==> config.mk <==
export PLATFORM = sky130hd
export DESIGN_NAME = dmem_lsu
export DESIGN_NICKNAME = d
export VERILOG_FILES = /design/src/rtl/dmem_lsu.sv
export SDC_FILE = /design/constraint.sdc
export NUM_CORES = 1
export LEC_CHECK = 0
export CAP_MARGIN = 15
export CORE_ASPECT_RATIO = 0.7
export CORE_MARGIN = 5
export CORE_UTILIZATION = 41
export CTS_BUF_LIST = sky130_fd_sc_hd__clkbuf_16
export CTS_CLUSTER_SIZE = 8
export DETAILED_ROUTE_END_ITERATION = 6
export PLACE_DENSITY_LB_ADDON = 0.3
export SYNTH_ARGS = -nofsm -noshare
export SYNTH_HDL_FRONTEND = slang
export SYNTH_SLANG_ARGS = --single-unit
==> constraint.sdc <==
create_clock -name clk -period 11.35 [get_ports clk]
set_input_delay 2.27 -clock clk [delete_from_list [all_inputs] [get_ports clk]]
set_output_delay 2.27 -clock clk [all_outputs]
set_load 0.01 [all_outputs]
==> src/rtl/dmem_lsu.sv <==
// dmem_lsu: load/store initiator for a byte-lane data memory, with two-cycle atomic swap.
// Ports: clk/rst (sync, active high); req_* valid/ready request channel (op, size, signed,
// addr, wdata); resp_* valid/ready response channel (rdata, err); dmem_* memory port
// (we lane mask, addr, wdata out; rdata in, sampled one rising edge after issue).
// Optional: define DMEM_LSU_ALIGN_CHECK_EN to reject misaligned half/word accesses with resp_err_o.
module dmem_lsu #(
    parameter int DATA_WIDTH = 32,
    parameter int ADDR_WIDTH = 16
) (
    input  logic                    clk,
    input  logic                    rst,
    input  logic                    req_valid_i,
    output logic                    req_ready_o,
    input  logic [1:0]              req_op_i,
    input  logic [1:0]              req_size_i,
    input  logic                    req_signed_i,
    input  logic [ADDR_WIDTH-1:0]   req_addr_i,
    input  logic [DATA_WIDTH-1:0]   req_wdata_i,
    output logic                    resp_valid_o,
    input  logic                    resp_ready_i,
    output logic [DATA_WIDTH-1:0]   resp_rdata_o,
    output logic                    resp_err_o,
    output logic [DATA_WIDTH/8-1:0] dmem_we_o,
    output logic [ADDR_WIDTH-1:0]   dmem_addr_o,
    output logic [DATA_WIDTH-1:0]   dmem_wdata_o,
    input  logic [DATA_WIDTH-1:0]   dmem_rdata_i
);
    localparam int LANES = DATA_WIDTH / 8;
    typedef enum logic {IDLE, SWAP_WR} state_t;
    state_t                r_state;
    logic                  r_resp_valid;
    logic                  r_resp_err;
    logic [DATA_WIDTH-1:0] r_resp_rdata;
    logic [DATA_WIDTH-1:0] r_hold;
    logic [DATA_WIDTH-1:0] r_wdata;
    logic [ADDR_WIDTH-1:0] r_addr;
    logic [LANES-1:0]      r_mask;
    logic                  w_fire;
    logic                  w_misaligned;
    logic                  w_err;
    logic                  w_swap;
    logic [LANES-1:0]      w_mask;
    logic [DATA_WIDTH-1:0] w_ld;

    function automatic logic [DATA_WIDTH-1:0] fmt(input logic [DATA_WIDTH-1:0] d,
                                                  input logic [1:0] sz, input logic sg);
        return sz == 2'b00 ? {{(DATA_WIDTH-8){sg & d[7]}}, d[7:0]} :
               sz == 2'b01 ? {{(DATA_WIDTH-16){sg & d[15]}}, d[15:0]} : d;
    endfunction

    assign req_ready_o = (r_state == IDLE) && !rst && (!r_resp_valid || resp_ready_i);
    assign w_fire      = req_valid_i && req_ready_o;
`ifdef DMEM_LSU_ALIGN_CHECK_EN
    assign w_misaligned = (req_size_i == 2'b01 && req_addr_i[0]) ||
                          (req_size_i[1] && req_addr_i[1:0] != 2'b00);
`else
    assign w_misaligned = 1'b0;
`endif
    assign w_err  = (req_op_i == 2'b11) || w_misaligned;
    assign w_swap = (req_op_i == 2'b10) && !w_err;
    assign w_mask = req_size_i == 2'b00 ? LANES'(1) : req_size_i == 2'b01 ? LANES'(3) : '1;
    // Inputs of the issue cycle and the memory's falling-edge read data are both
    // still valid at the rising edge that ends the issue cycle, so formatting happens here.
    assign w_ld = fmt(dmem_rdata_i, req_size_i, req_signed_i);

    // Reset gates the swap write phase so an aborted swap leaves memory untouched.
    assign dmem_we_o    = rst ? '0 :
                          r_state == SWAP_WR ? r_mask :
                          (w_fire && req_op_i == 2'b01 && !w_err) ? w_mask : '0;
    assign dmem_addr_o  = r_state == SWAP_WR ? r_addr : req_addr_i;
    assign dmem_wdata_o = r_state == SWAP_WR ? r_wdata : req_wdata_i;

    assign resp_valid_o = r_resp_valid;
    assign resp_rdata_o = r_resp_rdata;
    assign resp_err_o   = r_resp_err;

    always_ff @(posedge clk) begin
        if (rst) begin
            r_state      <= IDLE;
            r_resp_valid <= 1'b0;
            r_resp_rdata <= '0;
            r_resp_err   <= 1'b0;
        end else if (r_state == SWAP_WR) begin
            r_state      <= IDLE;
            r_resp_valid <= 1'b1;
            r_resp_rdata <= r_hold;
            r_resp_err   <= 1'b0;
        end else if (w_fire) begin
            r_state      <= w_swap ? SWAP_WR : IDLE;
            r_resp_valid <= !w_swap;
            r_resp_rdata <= (req_op_i == 2'b00 && !w_err) ? w_ld : '0;
            r_resp_err   <= w_err;
            r_hold       <= w_ld;
            r_addr       <= req_addr_i;
            r_wdata      <= req_wdata_i;
            r_mask       <= w_mask;
        end else if (resp_ready_i) begin
            r_resp_valid <= 1'b0;
        end
    end
endmodule

After elaboration in Yosys (flattened, before gate mapping)
Index checks and enable logic that the tools add are counted.
{"block": "totals", "output_inout_bits": 87, "ramBits": 0, "ff_bits": 119, "word_cells": 52, "latchBits": 0, "in_bits": 89, "romBits": 0, "n_memories": 0}
{"block": "classes", "order_cmp": 0, "mux": 16, "div": 0, "n_reduce_logical": 19, "addsub": 0, "n_mul": 0, "n_bitwise": 5, "n_shift": 0, "eq_ne": 4}
{"cell": "2-to-1 mux 32 bit", "n": 6}
{"cell": "2-to-1 mux 4 bit", "n": 5}
{"cell": "2-to-1 mux 16 bit", "n": 1}
{"cell": "logical AND 1 bit", "n": 7}
{"cell": "equality test 2 x 1 -> 1 bit, second input constant", "n": 2}
{"cell": "equality test 2 bit, second input constant", "n": 2}
{"cell": "zero test 1 bit", "n": 4}
{"cell": "zero test 2 bit", "n": 2}
{"cell": "2-to-1 mux 1 bit", "n": 4}
{"cell": "NOT 1 bit", "n": 3}
{"cell": "AND reduction 3 bit", "n": 1}
{"cell": "nonzero test 3 bit", "n": 1}
{"cell": "OR reduction 3 bit", "n": 1}
{"cell": "bitwise AND 1 bit", "n": 2}
{"cell": "nonzero test 2 bit", "n": 1}
{"cell": "OR reduction 2 bit", "n": 1}
{"cell": "logical OR 1 bit", "n": 1}

Depth between registers and ports, before layout
Gate-level depths: netlist (run 1).
{"block": "depth", "depth_word": 9, "mapped_depth": 5, "ltp_nobuf": 3}

Least setup slack after synthesis (run 1)
Ideal clock, no wire load.
{"block": "synth_timing", "kind": "input port to output port", "start": "input port rst", "end": "output port dmem_we_o[3]", "path_slack_ns": -0.063, "stages": 5, "required_time_ns": 9.080, "t_arrival_ns": 9.143, "path_buffers": 2, "path_cell_list": "or2_0 -> clkbuf_2 -> nor3_1 -> a32o_1 -> buf_4"}
{"block": "synth_via", "elab_chain_cells": 9}
{"element": "start: declaration", "line": "11", "rtl": "input logic rst,"}
{"element": "zero test 1 bit", "line": "51", "rtl": "assign req_ready_o = (r_state == IDLE) && !rst && (!r_resp_valid || resp_ready_i);"}
{"element": "logical AND 1 bit (2 in series)", "line": "51"}
{"element": "logical AND 1 bit", "line": "52", "rtl": "assign w_fire = req_valid_i && req_ready_o;"}
{"element": "logical AND 1 bit (2 in series)", "line": "69", "rtl": "(w_fire && req_op_i == 2'b01 && !w_err) ? w_mask : '0;"}
{"element": "2-to-1 mux 4 bit", "line": "69"}
{"element": "2-to-1 mux 4 bit", "line": "68", "rtl": "r_state == SWAP_WR ? r_mask :"}
{"element": "2-to-1 mux 4 bit (*)", "line": "67", "rtl": "assign dmem_we_o = rst ? '0 :"}
{"element": "end: declaration", "line": "23", "rtl": "output logic [DATA_WIDTH/8-1:0] dmem_we_o,"}
Every way passes the cells marked *; elsewhere a longest branch is shown, timed or not.

Worst setup path after layout (run 1)
Ends and elaborated chain as after synthesis.

==> metrics.json, run 1 <==
{
  "power_density_over_cell_area": {"value": 155, "unit": "nW/µm²"},
  "clk_transition_reported_paths": {"value": 50, "unit": "ps"},
  "netlist_area": {"value": 5020, "unit": "µm²"},
  "grt_start_max_net_pins": {"value": 83},
  "crit_required": {"value": 9080, "unit": "ps"},
  "io_pins": {"value": 176},
  "cp-start-kind": {"value": "primary input"},
  "synth_nets": {"value": 478},
  "antenna_found_initial": {"value": 0},
  "floorplan.die.width": {"value": 142, "unit": "µm"},
  "synth_largest_type_area_fraction": {"value": 49.0, "unit": "%"},
  "drive_above_1_share": {"value": 17.1, "unit": "%"},
  "layout.cells.most_common_list": {"value": "175 x sky130_fd_sc_hd__clkdlybuf4s50_1, 82 x sky130_fd_sc_hd__edfxtp_1, 49 x sky130_fd_sc_hd__mux2_2"},
  "rel_slew_slack": {"value": 26.8, "unit": "%"},
  "share_of_power_burned_in_the_clock_network": {"value": 46.8, "unit": "%"},
  "worst_path_max_delay_cell": {"value": "sky130_fd_sc_hd__clkdlybuf4s50_1"},
  "worst-endpoint-arrival": {"value": 4680, "unit": "ps"},
  "dp_worst_setup_slack": {"value": 3970, "unit": "ps"},
  "timing.max_cap.violations": {"value": 0},
  "ant_nets": {"value": 0},
  "worst_setup_path_startpoint": {"value": "rst"},
  "wl_per_cell": {"value": 18.3, "unit": "µm"},
  "globalplace.congestion": {"value": 0.820},
  "min_period_over_period": {"value": 61.3, "unit": "%"},
  "p_sw": {"value": 0.250, "unit": "mW"},
  "sequentialPowerShare": {"value": 41.9, "unit": "%"},
  "synth.area.top_cells": {"value": "sky130_fd_sc_hd__edfxtp_1 49%, sky130_fd_sc_hd__dfxtp_1 14%, sky130_fd_sc_hd__mux2_2 11%, sky130_fd_sc_hd__o221ai_1 2.8%, sky130_fd_sc_hd__nand2_1 2.5%"},
  "reg2reg_depth": {"value": 4},
  "final_hold_vio_count": {"value": 0},
  "area_growth_syn_to_layout": {"value": 48.8, "unit": "%"},
  "global_route_wire_length_before_repair": {"value": 20200, "unit": "µm"},
  "post_layout_cell_count": {"value": 724},
  "globalRoute.totalOverflow": {"value": 0},
  "fp.coreArea": {"value": 11900, "unit": "µm²"},
  "firstDrtPassIters": {"value": 5},
  "period_minus_slack": {"value": 6950, "unit": "ps"},
  "detail_route.wirelength": {"value": 13200, "unit": "µm"},
  "routed_via_density": {"value": 5.24},
  "count_of_unresolved_drc_violations_after_routing": {"value": 0},
  "hold_path_class": {"value": "flip-flop to flip-flop"},
  "synth_cell_type_count": {"value": 34},
  "dominantRegCellSynth": {"value": "sky130_fd_sc_hd__edfxtp_1"},
  "cts_hold_buffers": {"value": 0},
  "cts_htree_levels": {"value": 4},
  "vdd.ir_drop.worst": {"value": 0.000106, "unit": "V"},
  "timing.critical_path.to": {"value": "dmem_we_o[3]"},
  "detail_route.iter0.violations": {"value": 216},
  "io_buffers": {"value": 175},
  "synth-edff-count": {"value": 82},
  "rows": {"value": 33},
  "cts_root_buf": {"value": "sky130_fd_sc_hd__clkbuf_16"},
  "avgSynthCellArea": {"value": 12.9, "unit": "µm²"},
  "detailedPlacementHpwl": {"value": 9120, "unit": "µm"},
  "timing.final.max_slew_violations": {"value": 0},
  "launch_instance_of_the_worst_register_to_register_path": {"value": "r_state$_SDFF_PN0_"},
  "commonest_non_fill_non_tap_cell_in_the_layout": {"value": "sky130_fd_sc_hd__clkdlybuf4s50_1"},
  "timing.critical_path.slowest_cell_delay": {"value": 850, "unit": "ps"},
  "combinationalPowerShare": {"value": 11.4, "unit": "%"},
  "setup_tns": {"value": 0, "unit": "ps"},
  "cell_internal_pwr": {"value": 0.907, "unit": "mW"},
  "yosysWarningCount": {"value": 0},
  "fin_ws": {"value": 4400, "unit": "ps"},
  "grt_use_total": {"value": 17.9, "unit": "%"},
  "timing.setup.critical_path_class": {"value": "primary input to output port"},
  "initial_utilization": {"value": 42.4, "unit": "%"},
  "clock-skew-final": {"value": 6.79, "unit": "ps"},
  "clk_latency_worst_skew_pair": {"value": 400, "unit": "ps"},
  "setup.worst_path.end_class": {"value": "output port"},
  "power_switching_share": {"value": 21.6, "unit": "%"},
  "worstPathCellList": {"value": "clkdlybuf4s50_1 > or2_0 > nor3_4 > a32o_1 > clkdlybuf4s50_1"},
  "placed_cells": {"value": 690},
  "ys_async_sr_fraction": {"value": 0, "unit": "%"},
  "fp.dieH": {"value": 103, "unit": "µm"},
  "finalSetupViolCount": {"value": 0},
  "crit-reg2reg-capture": {"value": "r_wdata[1]$_DFFE_PP_"},
  "tritoncts.num_buffers": {"value": 17},
  "synth_area_leader": {"value": "sky130_fd_sc_hd__edfxtp_1"},
  "ys_seq_elements": {"value": 117},
  "detailroute.via_count": {"value": 3795},
  "rsz_0062_raised_after_global_routing": {"value": "no"},
  "fin_util": {"value": 63.0, "unit": "%"},
  "clock.fmax": {"value": 144, "unit": "MHz"},
  "power.leakage": {"value": 2.56, "unit": "nW"},
  "postSynthCellCount": {"value": 389},
  "worst-slew-pin-transition": {"value": 1100, "unit": "ps"},
  "design.final.nets": {"value": 643},
  "grt_pass1_vias": {"value": 3753},
  "ctsLongestPathBuffers": {"value": 2},
  "status": {"value": "finished clean"},
  "numClockSinks": {"value": 117},
  "post_cts_resized": {"value": 0},
  "critical_path_peak_fanout": {"value": 23},
  "post-cts-setup-buffer-count": {"value": 0},
  "cts_tree": {"value": "yes"},
  "ff2ff_setup_slack": {"value": 8730, "unit": "ps"},
  "cp_common_cell": {"value": "sky130_fd_sc_hd__clkdlybuf4s50_1"},
  "diodes": {"value": 0},
  "seq_area_frac_synth": {"value": 63.0, "unit": "%"},
  "design.die.area": {"value": 14600, "unit": "µm²"}
}
worst min-delay path by stage:
stage	cells past startpoint	endpoint	slack [ps]	start
floorplan	2	resp_rdata_o[16]$_SDFFE_PP0P_	430	r_hold[16]$_DFFE_PP_
global placement	2	resp_rdata_o[24]$_SDFFE_PP0P_	430	r_hold[24]$_DFFE_PP_
detailed placement	2	resp_rdata_o[16]$_SDFFE_PP0P_	440	r_hold[16]$_DFFE_PP_
CTS	2	resp_rdata_o[24]$_SDFFE_PP0P_	460	r_hold[24]$_DFFE_PP_
global route	2	resp_rdata_o[24]$_SDFFE_PP0P_	470	r_hold[24]$_DFFE_PP_
finish	2	resp_rdata_o[24]$_SDFFE_PP0P_	450	r_hold[24]$_DFFE_PP_
registers in the layout (all words and copies together) (netlist names):
register	cells
r_hold	32
r_wdata	32
resp_rdata_o	32
r_addr	16
r_mask	2
r_state	1
resp_err_o	1
resp_valid_o	1
cells by family (layout without fill, tap and decap cells):
group           after synthesis  after routing  share of synthesized area, %
compound gates               87             87                          13.1
mux                          49             49                          11.0
buf+inv                      68            246                          5.73
simple gates                 68             68                          7.17
flops                       117            117                          63.0
power groups by stage:
stage	Combinational (mW)	Clock, mW	Sequential [mW]
final	0.131	0.541	0.485
after CTS	0.132	0.553	0.485
after detailed placement	0.131	0	0.493
after global routing	0.141	0.573	0.486
after global placement	0.129	0	0.492
after floorplan	0.0531	0	0.495
worst max-delay path, delay by kind of cell:
| kind | cells | cell delay (ps) |
|---|---|---|
| buf+inv | 2 | 1400 |
| simple gates | 2 | 760 |
| compound gates | 1 | 250 |
per-layer routing:
metal,vias up,share of wire (%),global-route usage (%)
li1,1800,-,-
met1,1793,45,25.5
met2,198,43,26.5
met3,4,11,6.07
met4,0,0.32,4.42
met5,-,0,0
Yosys cell counts (2+ instances only):
library cell                instances
sky130_fd_sc_hd__nand2_1           34
sky130_fd_sc_hd__buf_1              3
sky130_fd_sc_hd__nor2_1             2
sky130_fd_sc_hd__nand4_1            9
sky130_fd_sc_hd__o2111ai_1          8
sky130_fd_sc_hd__edfxtp_1          82
sky130_fd_sc_hd__nor2b_1            4
sky130_fd_sc_hd__o221ai_1          16
sky130_fd_sc_hd__or2_2              9
sky130_fd_sc_hd__buf_2             16
sky130_fd_sc_hd__a21oi_1            2
sky130_fd_sc_hd__mux2_2            49
sky130_fd_sc_hd__o211ai_1          16
sky130_fd_sc_hd__a22oi_1           16
sky130_fd_sc_hd__inv_1             33
sky130_fd_sc_hd__clkbuf_1          12
sky130_fd_sc_hd__o21a_1             8
sky130_fd_sc_hd__a32o_1             2
sky130_fd_sc_hd__dfxtp_1           35
sky130_fd_sc_hd__nand2b_1           3
sky130_fd_sc_hd__a31oi_1           17
area by class of cell:
cell class,instances,area (µm²)
sequential,117,3160
tap,157,196
inverter,34,128
timing repair buffer,180,1790
clock inverter,14,160
clock buffer,18,450
multi-input combinational,204,1580
fill,882,4380
stage by stage:
step	power [mW]	hold WS, ps	cell area, µm²
2_1_floorplan	0.548	425	5030
3_3_place_gp	0.621	432	6850
3_5_place_dp	0.624	444	6850
4_1_cts	1.17	458	7460
5_1_grt	1.20	475	7470
6_report	1.16	455	7470
Note: power is estimated with default switching activity, not from simulation.
==> run 2: changes to the inputs <==
--- a/config.mk
+++ b/config.mk
@@ -8,7 +8,7 @@
 export CAP_MARGIN = 15
 export CORE_ASPECT_RATIO = 0.7
 export CORE_MARGIN = 5
-export CORE_UTILIZATION = 41
+export CORE_UTILIZATION = 45
 export CTS_BUF_LIST = sky130_fd_sc_hd__clkbuf_16
 export CTS_CLUSTER_SIZE = 8
 export DETAILED_ROUTE_END_ITERATION = 6
==> constraint.sdc (replaced) <==
create_clock -name clk -period 7.1 [get_ports clk]
set_input_delay 1.42 -clock clk [delete_from_list [all_inputs] [get_ports clk]]
set_output_delay 1.42 -clock clk [all_outputs]
set_load 0.01 [all_outputs]
==> run 2 against run 1 <==
Against the previous run: global-route usage up 1.9 points; final area down 0.27%; total power up 60%; critical path depth unchanged; clock power up 59%; sequential power up 60%; sequential share of layout area up 0.11 points; setup slack worse by 2700 ps; flip-flop and latch count unchanged; first-iteration DRC count up 42%; combinational power up 60%; largest power group unchanged; highest routed layer unchanged.
==> metrics.json, run 2 (synthesis gave the netlist of run 1 again) <==
{
  "globalRoute.totalOverflow": {"value": 0},
  "design.final.nets": {"value": 643},
  "cts_root_buf": {"value": "sky130_fd_sc_hd__clkbuf_16"},
  "post_layout_cell_count": {"value": 720},
  "cts_htree_levels": {"value": 4},
  "initial_utilization": {"value": 45.8, "unit": "%"},
  "commonest_non_fill_non_tap_cell_in_the_layout": {"value": "sky130_fd_sc_hd__clkdlybuf4s50_1"},
  "design.die.area": {"value": 13400, "unit": "µm²"},
  "critical_path_peak_fanout": {"value": 23},
  "post-cts-setup-buffer-count": {"value": 0},
  "clk_latency_worst_skew_pair": {"value": 400, "unit": "ps"},
  "power_density_over_cell_area": {"value": 248, "unit": "nW/µm²"},
  "crit_required": {"value": 5680, "unit": "ps"},
  "worst-slew-pin-transition": {"value": 1150, "unit": "ps"},
  "cp-start-kind": {"value": "primary input"},
  "worst-endpoint-arrival": {"value": 4020, "unit": "ps"},
  "detailedPlacementHpwl": {"value": 9280, "unit": "µm"},
  "fp.coreArea": {"value": 11000, "unit": "µm²"},
  "io_buffers": {"value": 175},
  "placed_cells": {"value": 688},
  "final_hold_vio_count": {"value": 0},
  "floorplan.die.width": {"value": 136, "unit": "µm"},
  "clock-skew-final": {"value": 8.87, "unit": "ps"},
  "ctsLongestPathBuffers": {"value": 2},
  "routed_via_density": {"value": 5.41},
  "fp.dieH": {"value": 98.4, "unit": "µm"},
  "worstHoldPathCells": {"value": 2},
  "diodes": {"value": 0},
  "cell_area_after_layout": {"value": 7450, "unit": "µm²"},
  "min_period_over_period": {"value": 76.6, "unit": "%"},
  "wl_met3": {"value": 1100, "unit": "µm"},
  "grt_start_max_net_pins": {"value": 80},
  "timing.setup.critical_path_class": {"value": "primary input to output port"},
  "route.layer.met1.wl": {"value": 6010, "unit": "µm"},
  "cts_tree": {"value": "yes"},
  "post_cts_resized": {"value": 0},
  "hold_path_class": {"value": "flip-flop to flip-flop"},
  "clk_transition_reported_paths": {"value": 50, "unit": "ps"},
  "top_layer": {"value": "met4"},
  "vdd.ir_drop.worst": {"value": 0.000185, "unit": "V"},
  "wl_per_cell": {"value": 18.7, "unit": "µm"},
  "globalplace.congestion": {"value": 0.807},
  "fin_util": {"value": 67.9, "unit": "%"},
  "design_power_total": {"value": 1.85, "unit": "mW"},
  "grt_use_total": {"value": 19.8, "unit": "%"},
  "status": {"value": "finished clean"},
  "rel_slew_slack": {"value": 23.3, "unit": "%"},
  "grt_pass1_vias": {"value": 3960},
  "detail_route.iter0.violations": {"value": 307},
  "tritoncts.num_buffers": {"value": 17},
  "firstDrtPassIters": {"value": 5},
  "timing.max_cap.violations": {"value": 0},
  "met2_routed_wl": {"value": 6280, "unit": "µm"},
  "reg2reg_depth": {"value": 3},
  "power.leakage": {"value": 2.57, "unit": "nW"},
  "setup.worst_path.end_class": {"value": "output port"},
  "numClockSinks": {"value": 117},
  "rows": {"value": 32},
  "ant_nets": {"value": 0},
  "rsz_0062_raised_after_global_routing": {"value": "no"},
  "timing.final.max_slew_violations": {"value": 0},
  "drive_above_1_share": {"value": 16.6, "unit": "%"},
  "detailroute.via_count": {"value": 3897},
  "setup_tns": {"value": 0, "unit": "ps"},
  "finalSetupViolCount": {"value": 0},
  "cts_hold_buffers": {"value": 0},
  "period_minus_slack": {"value": 5440, "unit": "ps"},
  "count_of_unresolved_drc_violations_after_routing": {"value": 0},
  "ff2ff_setup_slack": {"value": 4390, "unit": "ps"},
  "placed_area": {"value": 6860, "unit": "µm²"},
  "global_route_wire_length_before_repair": {"value": 20900, "unit": "µm"},
  "detail_route.wirelength": {"value": 13500, "unit": "µm"},
  "io_pins": {"value": 176},
  "clock.fmax": {"value": 184, "unit": "MHz"},
  "layout.cells.most_common_list": {"value": "175 x sky130_fd_sc_hd__clkdlybuf4s50_1, 82 x sky130_fd_sc_hd__edfxtp_1, 49 x sky130_fd_sc_hd__mux2_2, 35 x sky130_fd_sc_hd__inv_1"},
  "final.fill_count": {"value": 808},
  "area_growth_syn_to_layout": {"value": 48.4, "unit": "%"},
  "antenna_found_initial": {"value": 0}
}
-- run 2: cell count changes in the layout (fill, tap and decap cells not counted), sizes merged --
cell / delta
clkinvlp: -2
bufinv: +1
clkbuf: -1
clkinv: +1
inv: +1
-- run 2: report_power, final --
part	total [mW]	switching (mW)	internal, mW
combinational	0.209	0.0920	0.117
clock	0.861	0.285	0.576
sequential	0.777	0.0116	0.766
-- run 2: worst paths after layout --
path / endpoint / start
hold / removal: resp_rdata_o[31]$_SDFFE_PP0P_ / r_hold[31]$_DFFE_PP_
setup reg to reg: r_addr[4]$_DFFE_PP_ / r_state$_SDFF_PN0_
setup / recovery: dmem_we_o[2] / rst
hold reg to reg: resp_rdata_o[31]$_SDFFE_PP0P_ / r_hold[31]$_DFFE_PP_
-- run 2: worst max-delay path, cell delays in order --
cell and delay [ps]:
sky130_fd_sc_hd__clkdlybuf4s50_1 860, sky130_fd_sc_hd__or2_0 550, sky130_fd_sc_hd__nor3_4 360, sky130_fd_sc_hd__a32o_1 270, sky130_fd_sc_hd__clkdlybuf4s50_1 550
-- run 2: area by class of cell --
cell class	instances	area [µm²]	share of cell area, %
multi-input combinational	204	1580	21.2
clock inverter	15	170	2.28
timing repair buffer	180	1790	24.0
clock buffer	17	425	5.71
tap	153	191	2.57
inverter	34	128	1.71
sequential	117	3160	42.5
-- run 2: metrics by stage --
stage               setup slack (ps)  hold slack (ps)
floorplan                       45.7              425
global placement                1800              432
detailed placement              1720              432
CTS                             1700              466
global route                    1570              475
finish                          1660              463
-- run 2: metal layers --
metal / track usage, % / vias to the layer above
met5: 0 / -
met4: 5.50 / 0
met3: 6.49 / 8
met2: 30.5 / 172
met1: 27.0 / 1903
li1: - / 1814
